<file path="src/rtl/sdr_pkg.sv">
// Shared SDRAM controller definitions: command encodings, address slicing,
// default timing parameters and the read-engine state type.
package sdr_pkg;

    // Commands as {nCS, nRAS, nCAS, nWE}
    localparam logic [3:0] CMD_NOP = 4'b0111;
    localparam logic [3:0] CMD_ACT = 4'b0011;
    localparam logic [3:0] CMD_RD  = 4'b0101;

    // Word-address slice positions
    localparam int BA_MSB  = 24;
    localparam int BA_LSB  = 23;
    localparam int ROW_MSB = 22;
    localparam int ROW_LSB = 10;
    localparam int COL_MSB = 8;
    localparam int COL_LSB = 0;

    // Default timing, matching the mode register written at init
    localparam int DEF_CL   = 3;
    localparam int DEF_BL   = 8;
    localparam int DEF_TRCD = 3;
    localparam int DEF_TRP  = 3;

    typedef enum logic [2:0] {
        RD_IDLE,
        RD_ACT,
        RD_TRCD,
        RD_RD,
        RD_CASW,
        RD_BURST,
        RD_PRE,
        RD_DONE
    } rd_state_t;

endpackage

</file>
<file path="src/rtl/sdr_rd.sv">
// SDRAM read engine: ACTIVE, tRCD wait, READ with auto-precharge, capture a
// BL-word burst from DQ, wait tRP, then pulse done. All outputs registered;
// the pin values for a cycle are computed from the state being entered.
module sdr_rd
    import sdr_pkg::*;
#(
    parameter int BL    = DEF_BL,
    parameter int CL    = DEF_CL,
    parameter int TRCD  = DEF_TRCD,
    parameter int TRP   = DEF_TRP,
    parameter int CNT_W = 4
) (
    input  logic        clk,
    input  logic        rst_n,
    input  logic        sdr_rd_req,
    input  logic [31:0] sdr_raddr,
    output logic        sdr_rd_busy,
    output logic        sdr_rd_done,
    output logic [15:0] sdr_rdata_out,
    output logic        sdr_rd_vld,
    output logic        sdr_rd_CKE,
    output logic        sdr_rd_nCS,
    output logic        sdr_rd_nRAS,
    output logic        sdr_rd_nCAS,
    output logic        sdr_rd_nWE,
    output logic [1:0]  sdr_rd_BA,
    output logic [12:0] sdr_rd_A,
    output logic [1:0]  sdr_rd_DQM,
    input  logic [15:0] sdr_DQ_in
);

    localparam int MAX_LEN = (BL > CL) ? ((BL > TRCD) ? ((BL > TRP) ? BL : TRP) : ((TRCD > TRP) ? TRCD : TRP))
                                       : ((CL > TRCD) ? ((CL > TRP) ? CL : TRP) : ((TRCD > TRP) ? TRCD : TRP));

    if (TRCD < 1 || CL < 2 || BL < 1 || TRP < 1) begin : g_bad_timing
        $error("sdr_rd: illegal zero-length phase (need TRCD>=1, CL>=2, BL>=1, TRP>=1)");
    end
    if ((2 ** CNT_W) <= MAX_LEN) begin : g_bad_cnt_w
        $error("sdr_rd: CNT_W too narrow for the longest phase");
    end

    // Counter load values (phase length - 1); the tRCD phase lasts TRCD-1 cycles
    // and is skipped entirely when TRCD is 1.
    localparam logic [CNT_W-1:0] LD_TRCD  = CNT_W'((TRCD > 1) ? TRCD - 2 : 0);
    localparam logic [CNT_W-1:0] LD_CASW  = CNT_W'(CL - 1);
    localparam logic [CNT_W-1:0] LD_BURST = CNT_W'(BL - 1);
    localparam logic [CNT_W-1:0] LD_PRE   = CNT_W'(TRP - 1);

    rd_state_t          state_q, state_d;
    logic [CNT_W-1:0]   cnt_q, cnt_d;
    logic [1:0]         lat_ba_q, lat_ba_d;
    logic [12:0]        lat_row_q, lat_row_d;
    logic [8:0]         lat_col_q, lat_col_d;

    logic [3:0]         pin_cmd_q, pin_cmd_d;
    logic [1:0]         pin_ba_q, pin_ba_d;
    logic [12:0]        pin_a_q, pin_a_d;
    logic [15:0]        rdata_q, rdata_d;
    logic               vld_q, vld_d;
    logic               done_q, done_d;
    logic               busy_q, busy_d;
    logic               cke_q;
    logic [1:0]         dqm_q;

    // Address bits outside BA/row/col are deliberately ignored.
    logic unused_addr;
    assign unused_addr = ^{sdr_raddr[31:25], sdr_raddr[9]};

    // State register, phase counter and request address latch
    always_ff @(posedge clk or negedge rst_n) begin
        if (!rst_n) begin
            state_q   <= RD_IDLE;
            cnt_q     <= '0;
            lat_ba_q  <= '0;
            lat_row_q <= '0;
            lat_col_q <= '0;
        end else begin
            // NOTE: non-blocking assignments so every register samples the same pre-edge values.
            state_q   <= state_d;
            cnt_q     <= cnt_d;
            lat_ba_q  <= lat_ba_d;
            lat_row_q <= lat_row_d;
            lat_col_q <= lat_col_d;
        end
    end

    // Next-state: advance on counter expiry, load the next phase length on entry
    always_comb begin
        // NOTE: defaults first so no path through the case leaves a variable unassigned (no latch).
        state_d   = state_q;
        cnt_d     = cnt_q;
        lat_ba_d  = lat_ba_q;
        lat_row_d = lat_row_q;
        lat_col_d = lat_col_q;
        case (state_q)
            RD_IDLE: begin
                if (sdr_rd_req) begin
                    lat_ba_d  = sdr_raddr[BA_MSB:BA_LSB];
                    lat_row_d = sdr_raddr[ROW_MSB:ROW_LSB];
                    lat_col_d = sdr_raddr[COL_MSB:COL_LSB];
                    state_d   = RD_ACT;
                end
            end
            RD_ACT: begin
                if (TRCD > 1) begin
                    state_d = RD_TRCD;
                    cnt_d   = LD_TRCD;
                end else begin
                    state_d = RD_RD;
                end
            end
            RD_TRCD: begin
                if (cnt_q == '0) state_d = RD_RD;
                else             cnt_d   = cnt_q - 1'b1;
            end
            RD_RD: begin
                state_d = RD_CASW;
                cnt_d   = LD_CASW;
            end
            RD_CASW: begin
                if (cnt_q == '0) begin
                    state_d = RD_BURST;
                    cnt_d   = LD_BURST;
                end else begin
                    cnt_d = cnt_q - 1'b1;
                end
            end
            RD_BURST: begin
                if (cnt_q == '0) begin
                    state_d = RD_PRE;
                    cnt_d   = LD_PRE;
                end else begin
                    cnt_d = cnt_q - 1'b1;
                end
            end
            RD_PRE: begin
                if (cnt_q == '0) state_d = RD_DONE;
                else             cnt_d   = cnt_q - 1'b1;
            end
            RD_DONE: state_d = RD_IDLE;
            default: state_d = RD_IDLE;
        endcase
    end

    // Output decode from the state being entered, so pins line up with that state
    always_comb begin
        pin_cmd_d = CMD_NOP;
        pin_ba_d  = '0;
        pin_a_d   = '0;
        rdata_d   = rdata_q;
        vld_d     = 1'b0;
        done_d    = 1'b0;
        busy_d    = (state_d != RD_IDLE);
        case (state_d)
            RD_ACT: begin
                pin_cmd_d = CMD_ACT;
                pin_ba_d  = lat_ba_d;
                pin_a_d   = lat_row_d;
            end
            RD_RD: begin
                pin_cmd_d = CMD_RD;
                pin_ba_d  = lat_ba_d;
                pin_a_d   = {2'b00, 1'b1, 1'b0, lat_col_d};
            end
            RD_BURST: begin
                rdata_d = sdr_DQ_in;
                vld_d   = 1'b1;
            end
            RD_DONE: done_d = 1'b1;
            default: ;
        endcase
    end

    // Output registers; reset presents NOP with CKE high and no masking
    always_ff @(posedge clk or negedge rst_n) begin
        if (!rst_n) begin
            pin_cmd_q <= CMD_NOP;
            pin_ba_q  <= '0;
            pin_a_q   <= '0;
            rdata_q   <= '0;
            vld_q     <= 1'b0;
            done_q    <= 1'b0;
            busy_q    <= 1'b0;
            cke_q     <= 1'b1;
            dqm_q     <= 2'b00;
        end else begin
            pin_cmd_q <= pin_cmd_d;
            pin_ba_q  <= pin_ba_d;
            pin_a_q   <= pin_a_d;
            rdata_q   <= rdata_d;
            vld_q     <= vld_d;
            done_q    <= done_d;
            busy_q    <= busy_d;
            cke_q     <= 1'b1;
            dqm_q     <= 2'b00;
        end
    end

    assign {sdr_rd_nCS, sdr_rd_nRAS, sdr_rd_nCAS, sdr_rd_nWE} = pin_cmd_q;
    assign sdr_rd_BA     = pin_ba_q;
    assign sdr_rd_A      = pin_a_q;
    assign sdr_rdata_out = rdata_q;
    assign sdr_rd_vld    = vld_q;
    assign sdr_rd_done   = done_q;
    assign sdr_rd_busy   = busy_q;
    assign sdr_rd_CKE    = cke_q;
    assign sdr_rd_DQM    = dqm_q;

endmodule
</file>
<file path="config.mk">
export PLATFORM = sky130hd
export DESIGN_NAME = sdr_rd
export DESIGN_NICKNAME = d
export VERILOG_FILES = /design/src/rtl/sdr_pkg.sv /design/src/rtl/sdr_rd.sv
export SDC_FILE = /design/constraint.sdc
export NUM_CORES = 1
export LEC_CHECK = 0
export CAP_MARGIN = 20
export CORE_MARGIN = 8
export CORE_UTILIZATION = 35
export DETAILED_ROUTE_END_ITERATION = 8
export GPL_TIMING_DRIVEN = 0
export PLACE_DENSITY_LB_ADDON = 0.25
export SKIP_CTS_REPAIR_TIMING = 1
export SLEW_MARGIN = 25
export SYNTH_ARGS = -nofsm -noshare
export SYNTH_HDL_FRONTEND = slang
export SYNTH_SLANG_ARGS = --single-unit
export TNS_END_PERCENT = 10
</file>
<file path="constraint.sdc">
create_clock -name clk -period 2.6 [get_ports clk]
set_clock_uncertainty 0.1 [all_clocks]
set_input_delay 0.78 -clock clk [delete_from_list [all_inputs] [get_ports clk]]
set_output_delay 0.78 -clock clk [all_outputs]
set_load 0.01 [all_outputs]
</file>
==> flow_metrics.env, run 1 <==
export IMPL_finalHoldViolCount=0
export IMPL_rsz0062_at_grt="false"
export IMPL_ant_nets=0
export IMPL_syn_inst=182
export IMPL_crit_chain="inv_1, ha_1, nor3b_4, xnor2_1, nor2_4, buf_6, mux2_2"
export IMPL_end_kind="flip-flop"
export IMPL_layout_min_cycle_time_ns=2.40
export IMPL_fp_dieArea_um2=9530
export IMPL_grt_overflow_total=0
export IMPL_fin_cells=349
export IMPL_worst_path_buf_inv=2
export IMPL_critical_path_slowest_cell="dfrtp_1"
export IMPL_place_gp_congestion=0.839
export IMPL_grt_pass1_wl_mm=9.14
export IMPL_drive_above_1_share=0.210
export IMPL_fmaxAchievable_ghz=0.417
export IMPL_port_buffers=78
export IMPL_wl_per_cell_um=15.8
export IMPL_ys_top_cells_by_area="dfrtp_1, mux2_2, a22o_1"
export IMPL_clock_latency_ns=0.31
export IMPL_tritoncts_num_buffers=5
export IMPL_cpPeakStageDelay_ns=0.43
export IMPL_p_leak_uw=0.00144
export IMPL_dp_hpwl_mm=4.21
export IMPL_clkTransAtPathRegs_ns=0.10
export IMPL_ys_warn_count=0
export IMPL_peakVddDrop_mv=0.539
export IMPL_yosysUniqueCellTypes=42
export IMPL_mostFrequentLayoutCells="clkdlybuf4s50_1, dfrtp_1, mux2_2, a22o_1, buf_4"
export IMPL_p_sw_uw=1230
export IMPL_grt_antenna_before_repair=0
export IMPL_netlist_area_um2=2330
export IMPL_seq_area_frac_synth=0.591
export IMPL_finalMaxSlewViolations=0
export IMPL_min_path_type="primary input to asynchronous set/reset pin"
export IMPL_final_common_cell="clkdlybuf4s50_1"
export IMPL_start_util=0.365
export IMPL_cp_arrival_ns=2.50
export IMPL_intPower_uw=2450
export IMPL_clock_root_buffer="clkbuf_8"
export IMPL_worstSetupPathType="flip-flop to flip-flop"
export IMPL_core_area_um2=6390
export IMPL_p_per_area_nw_per_um2=1100
export IMPL_cp_start_kind="flip-flop"
export IMPL_fin_nets=323
export IMPL_first_pass_iters=4
export IMPL_cts_num_sinks=55
export IMPL_dp_cells=341
export IMPL_drt_iter0_drc=105
export IMPL_cts_tree="done"
export IMPL_cap_violations=0
export IMPL_vias=1669
export IMPL_setup_violations=0
export IMPL_n_antenna_cell=0
export IMPL_layout_area_seq_um2=1380
export IMPL_io_pins=92
export IMPL_grt_pass1_vias=1762
export IMPL_die_w_um=97.6
export IMPL_clockBufferDepth=2
export IMPL_track_usage=0.117
export IMPL_period_share=0.922
export IMPL_synth_top_area_cell="dfrtp_1"
export IMPL_vias_per_cell=4.78
export IMPL_required_ns=2.71
export IMPL_synth_top_area_share=0.569
export IMPL_htree_levels=2
export IMPL_die_y_um=97.6
export IMPL_routed_wl_mm=5.53
export IMPL_p_comb_frac=0.461
export IMPL_cp_max_fo=10
export IMPL_switching_share=0.335
export IMPL_placed_cell_area_um2=3240
export IMPL_power_frac_clock=0.158
export IMPL_seqPwrFrac=0.382
export IMPL_synth_avg_cell_area_um2=12.8
export IMPL_stdcell_area_um2=3350
export IMPL_cpLargestDelayFamily="simple AND/OR/NAND/NOR gates"
export IMPL_fillers=564
export IMPL_status="finished, final reports clean"
export IMPL_area_growth_pct=43.6
export IMPL_rows=29
export IMPL_ys_seq_elements=55
export IMPL_grt_start_max_net_pins=38
export IMPL_drcViolationCount=0
export IMPL_multi_input_comb_area_um2=837
[cell families (layout without fill, tap and decap cells)]
group	after synthesis	after routing	synth area share
DFF	55	55	0.591
xor gates and xnor gates	2	2	0.00751
buffers and inverters	23	110	0.0547
other	2	5	0.00322
muxes	28	28	0.135
and+or+nand+nor	41	41	0.111
adders and majority gates	1	1	0.00536
AOI/OAI and AO/OA	30	30	0.0923
[Yosys cell counts]
cell and count:
nand3_1 2, and3_1 5, nand3b_1 1, nand2b_1 2
a211oi_1 1, a21o_1 1, inv_1 6, conb_1 2
and2b_2 1, or2_2 1, nor4b_1 1, mux2_2 27
a22oi_1 1, dfrtp_1 53, or3b_2 1, a21oi_1 4
and2_1 1, nand2_1 7, ha_1 1, nor3_1 5
nor3b_4 1, a2bb2oi_1 1, nand4_1 1, o221ai_1 2
mux2i_1 1, dfstp_2 2, nor3b_1 1, buf_1 1
a32oi_1 1, a31oi_1 1, a22o_1 11, clkbuf_1 4
buf_4 8, and4bb_2 1, xnor2_1 2, nor2b_1 2
o21ai_0 7, nor2_1 6, buf_2 3, nor3_4 1
buf_6 1, nor2_4 1
[power groups by stage]
stage / registers (uW) / logic (uW) / clock network (uW)
after floorplan: 1500 / 920 / 0
after global placement: 1410 / 1670 / 0
after detailed placement: 1430 / 1710 / 0
after CTS: 1410 / 1710 / 596
after global routing: 1460 / 1850 / 631
final: 1410 / 1700 / 582
[layer usage]
metal	vias to the layer above	global-route usage	routed length, um
met4	0	0.0385	70
met3	5	0.0313	287
met5	-	0	0
li1	804	-	-
met1	804	0.150	2520
met2	56	0.186	2650
[final timing paths]
| path | from | end | slack, ns | depth (start not counted) |
|---|---|---|---|---|
| worst min register to register | lat_row_q[10] | lat_row_q[10] | 0.40 | 2 |
| max in group asynchronous | rst_n | pin_cmd_q[2] | 1.65 | 2 |
| worst max-delay path | cnt_q[0] | sdr_rdata_out[6] | 0.20 | 7 |
| min in group clk | lat_row_q[10] | lat_row_q[10] | 0.40 | 2 |
| worst min-delay path | rst_n | sdr_rd_done | 0.23 | 1 |
| worst max register to register | cnt_q[0] | sdr_rdata_out[6] | 0.20 | 7 |
[through the flow]
stage | setup TNS [ns] | hold slack, ns | setup slack, ns | total power (uW) | utilization
floorplan | 0 | 0.346 | 0.571 | 2420 | -
global placement | -59.50 | 0.370 | -1.11 | 3090 | 0.504
detailed placement | 0 | 0.375 | 0.126 | 3140 | 0.507
CTS | 0 | 0.232 | 0.225 | 3720 | 0.524
global route | 0 | 0.237 | 0.112 | 3930 | 0.524
finish | 0 | 0.229 | 0.204 | 3690 | 0.524
[sequential cells by signal (all words and copies together), names as in the netlist]
register	count
sdr_rd_A	13
sdr_rd_busy	1
lat_col_q	9
lat_ba_q	2
sdr_rd_BA	2
lat_row_q	1
state_q	3
sdr_rdata_out	16
cnt_q	4
sdr_rd_vld	1
pin_cmd_q	2
sdr_rd_done	1
[area by class of cell]
class                   count  share of cell area
plain buffers              17              0.0314
clock inverters             2              0.0116
flip-flops and latches     55               0.412
inverters                   6             0.00672
multi-input cells         107               0.250
well taps                  77              0.0288
repair buffers             79               0.238
clock buffers               6              0.0217
[worst register-to-register path, stage by stage (launching register included)]
cell and delay [ns]:
dfrtp_1 0.43, inv_1 0.13, ha_1 0.27, nor3b_4 0.39, xnor2_1 0.17, nor2_4 0.25
buf_6 0.20, mux2_2 0.34
Note: power is estimated with default switching activity, not from simulation.
==> run 2, diff against run 1 <==
--- a/config.mk
+++ b/config.mk
@@ -8,6 +8,7 @@
 export CAP_MARGIN = 20
 export CORE_MARGIN = 8
 export CORE_UTILIZATION = 35
+export CTS_CLUSTER_DIAMETER = 80
 export DETAILED_ROUTE_END_ITERATION = 8
 export GPL_TIMING_DRIVEN = 0
 export PLACE_DENSITY_LB_ADDON = 0.25
==> results of run 2 <==
No change in the layout: final DEF, timing and power equal those of run 1.
